## src/rtl/fifo_arb_pkg.sv

```systemverilog
// fifo_arb_pkg: shared types and constants for the FIFO write-port arbiter.
//   arb_state_t : arbiter FSM state encoding
//   CNT_W       : width of the write-acknowledge wait counter
//   gid_w()     : width of a requester index for a given requester count
package fifo_arb_pkg;

  typedef enum logic [1:0] {
    ST_IDLE    = 2'd0,
    ST_WRITE   = 2'd1,
    ST_RELEASE = 2'd2
  } arb_state_t;

  localparam int unsigned CNT_W = 8;

  // Index width for n requesters; never narrower than one bit.
  function automatic int unsigned gid_w(input int unsigned n);
    return (n > 1) ? $clog2(n) : 1;
  endfunction

endpackage

```

## src/rtl/fifo_write_arbiter_rr_pick.sv

```systemverilog
// rr_pick: combinational round-robin picker.
//   req        : request vector
//   last_grant : index granted last; search starts at last_grant+1
//   mask       : requests with a 0 here are excluded from the search
//   any_req    : at least one unmasked request is present
//   winner     : first unmasked request searching upward (mod NUM_REQ)
module rr_pick
  import fifo_arb_pkg::*;
#(
  parameter int unsigned NUM_REQ = 4,
  parameter int unsigned GID_W   = gid_w(NUM_REQ)
) (
  input  logic [NUM_REQ-1:0] req,
  input  logic [GID_W-1:0]   last_grant,
  input  logic [NUM_REQ-1:0] mask,
  output logic               any_req,
  output logic [GID_W-1:0]   winner
);

  logic [NUM_REQ-1:0] eff_c;
  logic [GID_W-1:0]   idx_c;
  logic               found_c;

  // Walk indices last_grant+1 .. last_grant+NUM_REQ and keep the first hit.
  always_comb begin
    eff_c   = req & mask;
    any_req = |eff_c;
    winner  = '0;
    idx_c   = '0;
    found_c = 1'b0;
    for (int unsigned off = 1; off <= NUM_REQ; off++) begin
      idx_c = GID_W'((32'(last_grant) + off) % NUM_REQ);
      if (!found_c && eff_c[idx_c]) begin
        winner  = idx_c;
        found_c = 1'b1;
      end
    end
  end

endmodule

```

## src/rtl/fifo_write_arbiter.sv

```systemverilog
// fifo_write_arbiter: round-robin arbiter sharing the async FIFO write port.
//   clk, rst_n   : system clock, asynchronous active-low reset
//   req_valid    : per-requester write request, held until its req_ready
//   req_data     : requester i data at [i*DATA_W +: DATA_W]
//   req_ready    : one-cycle pulse, requester's word accepted
//   fifo_full    : FIFO full flag (clk domain)
//   fifo_wack    : one-cycle pulse, FIFO consumed the current write
//   fifo_winc    : level-held write request toward the FIFO
//   fifo_wdata   : write data, stable while fifo_winc=1
//   grant_id     : current or last granted requester
//   busy         : FSM not in IDLE
//   timeout_err  : sticky, set on a write timeout
// Build option: FIFO_ARB_PRIO_EN gives requester 0 fixed highest priority.
module fifo_write_arbiter
  import fifo_arb_pkg::*;
#(
  parameter int unsigned NUM_REQ = 4,
  parameter int unsigned DATA_W  = 4,
  parameter int unsigned TIMEOUT = 15
) (
  input  logic                        clk,
  input  logic                        rst_n,
  input  logic [NUM_REQ-1:0]          req_valid,
  input  logic [NUM_REQ*DATA_W-1:0]   req_data,
  output logic [NUM_REQ-1:0]          req_ready,
  input  logic                        fifo_full,
  input  logic                        fifo_wack,
  output logic                        fifo_winc,
  output logic [DATA_W-1:0]           fifo_wdata,
  output logic [gid_w(NUM_REQ)-1:0]   grant_id,
  output logic                        busy,
  output logic                        timeout_err
);

  localparam int unsigned GID_W = gid_w(NUM_REQ);

  arb_state_t          state_q, state_d;
  logic [CNT_W-1:0]    cnt_q, cnt_d;
  logic [GID_W-1:0]    last_q, last_d;
  logic [NUM_REQ-1:0]  ready_d;
  logic                winc_d;
  logic [DATA_W-1:0]   wdata_d;
  logic [GID_W-1:0]    gid_d;
  logic                busy_d;
  logic                terr_d;

  logic [NUM_REQ-1:0]  pick_mask;
  logic                prio_hit;
  logic                upd_last;
  logic                rr_any;
  logic [GID_W-1:0]    rr_win;
  logic                any_c;
  logic [GID_W-1:0]    win_c;
  logic [DATA_W-1:0]   win_data_c;

`ifdef FIFO_ARB_PRIO_EN
  // Requester 0 bypasses the rotation and never moves the pointer.
  assign pick_mask = {{(NUM_REQ-1){1'b1}}, 1'b0};
  assign prio_hit  = req_valid[0];
  assign upd_last  = (grant_id != '0);
`else
  assign pick_mask = '1;
  assign prio_hit  = 1'b0;
  assign upd_last  = 1'b1;
`endif

  rr_pick #(
    .NUM_REQ (NUM_REQ),
    .GID_W   (GID_W)
  ) u_rr_pick (
    .req        (req_valid),
    .last_grant (last_q),
    .mask       (pick_mask),
    .any_req    (rr_any),
    .winner     (rr_win)
  );

  assign any_c = prio_hit | rr_any;
  assign win_c = prio_hit ? '0 : rr_win;

  // Select the winner's data word.
  always_comb begin
    win_data_c = '0;
    for (int unsigned i = 0; i < NUM_REQ; i++) begin
      if (win_c == GID_W'(i)) win_data_c = req_data[i*DATA_W +: DATA_W];
    end
  end

  // Next-state and next-output logic.
  always_comb begin
    state_d = state_q;
    cnt_d   = cnt_q;
    last_d  = last_q;
    ready_d = '0;
    winc_d  = fifo_winc;
    wdata_d = fifo_wdata;
    gid_d   = grant_id;
    terr_d  = timeout_err;

    unique case (state_q)
      ST_IDLE: begin
        if (any_c && !fifo_full) begin
          state_d = ST_WRITE;
          winc_d  = 1'b1;
          wdata_d = win_data_c;
          gid_d   = win_c;
          cnt_d   = '0;
        end
      end
      ST_WRITE: begin
        // Ack takes precedence over a coincident timeout.
        if (fifo_wack) begin
          state_d = ST_RELEASE;
          winc_d  = 1'b0;
          ready_d = NUM_REQ'(1) << grant_id;
          if (upd_last) last_d = grant_id;
        end else if (cnt_q == CNT_W'(TIMEOUT - 1)) begin
          state_d = ST_RELEASE;
          winc_d  = 1'b0;
          terr_d  = 1'b1;
          if (upd_last) last_d = grant_id;
        end else begin
          cnt_d = cnt_q + CNT_W'(1);
        end
      end
      ST_RELEASE: begin
        state_d = ST_IDLE;
      end
      default: begin
        state_d = ST_IDLE;
        winc_d  = 1'b0;
      end
    endcase

    busy_d = (state_d != ST_IDLE);
  end

  // State and output registers.
  always_ff @(posedge clk or negedge rst_n) begin
    if (!rst_n) begin
      state_q     <= ST_IDLE;
      cnt_q       <= '0;
      last_q      <= GID_W'(NUM_REQ - 1);
      req_ready   <= '0;
      fifo_winc   <= 1'b0;
      fifo_wdata  <= '0;
      grant_id    <= '0;
      busy        <= 1'b0;
      timeout_err <= 1'b0;
    end else begin
      state_q     <= state_d;
      cnt_q       <= cnt_d;
      last_q      <= last_d;
      req_ready   <= ready_d;
      fifo_winc   <= winc_d;
      fifo_wdata  <= wdata_d;
      grant_id    <= gid_d;
      busy        <= busy_d;
      timeout_err <= terr_d;
    end
  end

endmodule
```

## config.mk

```make
export PLATFORM = sky130hd
export DESIGN_NAME = fifo_write_arbiter
export DESIGN_NICKNAME = d
export VERILOG_FILES = /design/src/rtl/fifo_arb_pkg.sv /design/src/rtl/fifo_write_arbiter_rr_pick.sv /design/src/rtl/fifo_write_arbiter.sv
export SDC_FILE = /design/constraint.sdc
export NUM_CORES = 1
export LEC_CHECK = 0
export CORE_ASPECT_RATIO = 0.7
export CORE_UTILIZATION = 45
export DETAILED_ROUTE_END_ITERATION = 7
export PLACE_DENSITY = 0.76
export SETUP_SLACK_MARGIN = 0.15
export SYNTH_ARGS = -nofsm -noshare
export SYNTH_HDL_FRONTEND = slang
export SYNTH_SLANG_ARGS = --single-unit
```

## constraint.sdc

```tcl
create_clock -name clk -period 1.7 [get_ports clk]
set_input_delay 0.34 -clock clk [delete_from_list [all_inputs] [get_ports clk]]
set_output_delay 0.34 -clock clk [all_outputs]
set_load 0.1 [all_outputs]
```

==> implementation parameters <==
Parameter                              Value

Status
  Outcome    complete, but fails checks
  Violations in the final reports    setup timing

Power
  Power density over the cells    1590 mW/mm^2
  Max rail drop VDD    1250 uV
  Int Power    1.82 mW
  Net switching power figure    1.69 mW
  Sequential fraction of design power    29.0%
  Switch share    48.1%
  Pleak    0.959 nW
  Total Power Consumption    3.51 mW
  Logic gate share of total power    60.8%
  Clock share of power    10.3%

STA
  RSZ-0062 raised after global routing    true
  Clock Skews    0.00592 ns
  Slew Viols, Final    0
  Least setup slack across all paths after layout    -0.0627 ns
  Sum of negative setup slack    -0.190 ns
  Share of the cycle needed by the critical path after routing    104%
  Final min period    1.76 ns
  Relative slew slack    71.7%
  Max Freq    567 MHz
  Count of final setup violators    4
  Worst slew pin tran    0.421 ns
  Final hold violation count    0

Finish
  Ratio of cells with drive above 1 in the final layout    39.1%
  Area of the multi-input gates    746 um^2
  Fillcell total    119
  Final-stage net count    219
  Ant. Diodes    0
  Share of the core filled with cells    85.1%
  Area Overhead vs Synth    69.8%
  Storage element area    628 um^2

Die
  Core Region    0.00259 mm^2
  Die Span Y    46.9 um
  Number of placement rows    15
  Effective utilization at floorplan    50.1%
  Total I/O pin count    37
  Chip Width    66.2 um
  Total Die Area    0.00311 mm^2

Global routing
  Number of antenna violations at the first check in global routing    0
  Global routing usage summed across all routing layers    27.9%
  Vias in the first global route    1291
  Global route overflow    0
  Pin count of the biggest net entering global routing    26
  First-pass GRT wire length    6140 um

Setup path
  Critical Path, Cell by Cell    inv_1 -> ha_2 -> nand4b_1 -> o21ai_4 -> buf_12 -> nor3_2 -> xnor2_1 -> nor2_1
  CP endpoint kind    register
  Worst path arrival time    1.92 ns
  Worst path slowest cell    sky130_fd_sc_hd__dfrtp_1
  Crit path max-delay family    flip-flops
  Worst Setup Start Kind    register
  Count of buffer and inverter cells on the critical path    2
  Delay of the slowest critical-path stage    0.39 ns
  Crit path kind    register to register
  Critical-path maximum fanout    8
  Critical path data required time    1.86 ns

Synthesis
  Syn nets    153
  Post-Syn Area per Cell    10.2 um^2
  Synthesis warning total    0
  Cell area after synthesis    0.00130 mm^2
  Share of synthesized area occupied by flip-flops and latches    48.4%
  Post-synthesis sequential element count    25
  Cells after synthesis    127
  Netlist cell types    36

Detailed routing
  Number of nets with antenna violations after detailed routing    0
  Number of vias per cell after detailed routing    6.04
  M1 WL    1660 um
  Detailed-routed wire length on met3    374 um
  Post-route DRC violation count    0
  WL final    4400 um
  WL per Instance    19.5 um
  Highest signal layer in the routed design    met4
  Iter 0 DRT Violations    109
  Routed length on met2    2280 um
  Via count of the routed design    1364
  Detailed Routing Iterations Pass 1    4

Clock network
  Worst skew pair latency    0.27 ns
  Clock-pin transition on the worst setup and hold timing paths    0.09 ns
  Number of buffers between clock root and the deepest sink    2
  H-tree depth    1
  Sinks on the clock net    25
  CTS tree    yes
  Number of hold buffers added after CTS    0
  Number of buffers inserted during clock tree synthesis    3
  Root Buffer    sky130_fd_sc_hd__clkbuf_8

Worst hold path
  Tightest Hold Check Type    input pin to asynchronous set/reset pin

Place
  Setup slack after placement    -0.385 ns
  Half-perimeter wire length after placement    2690 um
  Port Buffer Count    36
  Placer congestion estimate    0.838

Flow run
  Number of maximum-capacitance constraint violations    0
==> layer usage <==
metal | track usage (%) | vias up
met1 | 35.7 | 658
met5 | 0 | -
li1 | - | 598
met4 | 7.66 | 0
met2 | 50.6 | 94
met3 | 4.37 | 14
==> Yosys cell counts <==
master | count | area (um^2)
sky130_fd_sc_hd__dfstp_2 | 2 | 52.6
sky130_fd_sc_hd__nand2b_1 | 1 | 6.26
sky130_fd_sc_hd__a21oi_2 | 1 | 8.76
sky130_fd_sc_hd__o21ai_0 | 5 | 25.0
sky130_fd_sc_hd__or4_4 | 1 | 11.3
sky130_fd_sc_hd__nand4b_1 | 1 | 8.76
sky130_fd_sc_hd__a21oi_1 | 3 | 15.0
sky130_fd_sc_hd__buf_6 | 2 | 22.5
sky130_fd_sc_hd__nand2_2 | 1 | 6.26
sky130_fd_sc_hd__nor4_1 | 1 | 6.26
sky130_fd_sc_hd__inv_1 | 3 | 11.3
sky130_fd_sc_hd__nor3_1 | 4 | 20.0
sky130_fd_sc_hd__o31ai_1 | 4 | 30.0
sky130_fd_sc_hd__nor4_2 | 1 | 12.5
sky130_fd_sc_hd__nand3_1 | 4 | 20.0
sky130_fd_sc_hd__nor3_2 | 2 | 20.0
sky130_fd_sc_hd__or2b_1 | 2 | 15.0
sky130_fd_sc_hd__dfrtp_1 | 23 | 576
sky130_fd_sc_hd__o22ai_1 | 1 | 6.26
sky130_fd_sc_hd__or3_1 | 2 | 12.5
sky130_fd_sc_hd__mux2i_1 | 4 | 40.0
sky130_fd_sc_hd__a211o_1 | 4 | 35.0
sky130_fd_sc_hd__nand4_1 | 6 | 37.5
sky130_fd_sc_hd__mux2_2 | 2 | 22.5
sky130_fd_sc_hd__nor2b_1 | 3 | 18.8
sky130_fd_sc_hd__a21o_1 | 2 | 15.0
sky130_fd_sc_hd__nor2_1 | 13 | 48.8
sky130_fd_sc_hd__o21a_1 | 3 | 22.5
sky130_fd_sc_hd__o21ai_2 | 1 | 8.76
sky130_fd_sc_hd__nor3b_1 | 1 | 7.51
sky130_fd_sc_hd__o211ai_1 | 4 | 30.0
sky130_fd_sc_hd__nand3_2 | 1 | 10.0
sky130_fd_sc_hd__o21ai_1 | 1 | 5.00
sky130_fd_sc_hd__ha_1 | 2 | 25.0
sky130_fd_sc_hd__xnor2_1 | 5 | 43.8
sky130_fd_sc_hd__nand2_1 | 11 | 41.3
==> cell families after synthesis <==
family                   count (synthesis)  synth area share (%)
flip-flops                              25                  48.4
XOR/XNOR                                 5                  3.37
buffers and inverters                    5                  2.60
AO/OA/AOI/OAI                           29                  15.5
adder cells (fa/ha/maj)                  2                  1.93
multiplexers                             6                  4.82
AND/OR/NAND/NOR                         55                  23.3
==> registers in the layout, summed over array words and instances (netlist names) <==
register	flops
cnt_q	8
fifo_wdata	4
req_ready	4
grant_id	2
last_q	2
state_q	2
busy	1
fifo_winc	1
timeout_err	1
==> worst reg2reg max path: cells and delay by family (launching register included) <==
kind            cells  cell delay (ns)
compound gates      1             0.28
xor+xnor            1             0.23
fa+ha+maj           1             0.17
buf+inv             2             0.23
flops               1             0.39
simple gates        3             0.36
==> power by group through the flow <==
stage	registers, mW	clock network [mW]	logic [mW]
3_3_place_gp	0.975	0	1.84
4_1_cts	0.984	0.357	1.95
6_report	1.02	0.360	2.13
2_1_floorplan	1.63	0	0.437
3_5_place_dp	0.986	0	1.89
5_1_grt	1.03	0.385	2.22
==> repair_timing <==
action	CTS	global route
gates resized for setup	16	23
endpoints found under the setup margin	19	17
pin swaps	8	22
setup buffers	5	6
==> cell type report <==
class,instances,area share (%)
Multi-Input combinational cell,97,33.8
Tap cell,34,1.93
Clock buffer,3,1.87
Sequential cell,25,28.5
Timing Repair Buffer,63,33.0
Clock inverter,1,0.341
Inverter,3,0.511
==> worst paths after layout <==
| check | startpoint | endpoint | depth (start not counted) | slack [ns] |
|---|---|---|---|---|
| worst max-delay path | cnt_q[0]$_DFFE_PN0P_ | cnt_q[7]$_DFFE_PN0P_ | 8 | -0.06 |
| min in group clk | timeout_err$_DFFE_PN0P_ | timeout_err$_DFFE_PN0P_ | 1 | 0.56 |
| worst min register to register | timeout_err$_DFFE_PN0P_ | timeout_err$_DFFE_PN0P_ | 1 | 0.56 |
| worst max register to register | cnt_q[0]$_DFFE_PN0P_ | cnt_q[7]$_DFFE_PN0P_ | 8 | -0.06 |
| worst min-delay path | rst_n | timeout_err$_DFFE_PN0P_ | 2 | 0.42 |
| max in group asynchronous | rst_n | last_q[1]$_DFFE_PN1P_ | 2 | 0.99 |
==> cell usage in the layout (no fill, tap or decap), types with 2 or more instances in the layout <==
cell type and count:
sky130_fd_sc_hd__o21ai_0 3, sky130_fd_sc_hd__buf_4 21, sky130_fd_sc_hd__nor2_1 11, sky130_fd_sc_hd__nor4_2 2
sky130_fd_sc_hd__o211ai_1 4, sky130_fd_sc_hd__clkbuf_8 3, sky130_fd_sc_hd__o21ai_1 2, sky130_fd_sc_hd__nor2b_1 2
sky130_fd_sc_hd__mux2_4 2, sky130_fd_sc_hd__o21a_1 3, sky130_fd_sc_hd__nor2_2 2, sky130_fd_sc_hd__nand4_1 6
sky130_fd_sc_hd__dlygate4sd2_1 4, sky130_fd_sc_hd__nor3_1 2, sky130_fd_sc_hd__a21oi_2 2, sky130_fd_sc_hd__dfrtp_1 23
sky130_fd_sc_hd__o31ai_1 3, sky130_fd_sc_hd__nand3_1 3, sky130_fd_sc_hd__dfstp_2 2, sky130_fd_sc_hd__clkdlybuf4s50_1 17
sky130_fd_sc_hd__or3_4 2, sky130_fd_sc_hd__buf_6 3, sky130_fd_sc_hd__nand2_1 11, sky130_fd_sc_hd__inv_1 3
sky130_fd_sc_hd__mux2i_1 4, sky130_fd_sc_hd__xnor2_1 5, sky130_fd_sc_hd__buf_12 15, sky130_fd_sc_hd__a211o_1 4
sky130_fd_sc_hd__nor3_2 4
==> stage by stage <==
| step | hold WS [ns] | cells | cell area (um^2) |
|---|---|---|---|
| after CTS | 0.439 | 220 | 2070 |
| final | 0.421 | 226 | 2200 |
| after detailed placement | 0.530 | 211 | 1940 |
| after global placement | 0.502 | 211 | 1940 |
| after floorplan | 0.0444 | 127 | 1300 |
| after global routing | 0.452 | 226 | 2200 |
Power figures use the tool's default switching activity.
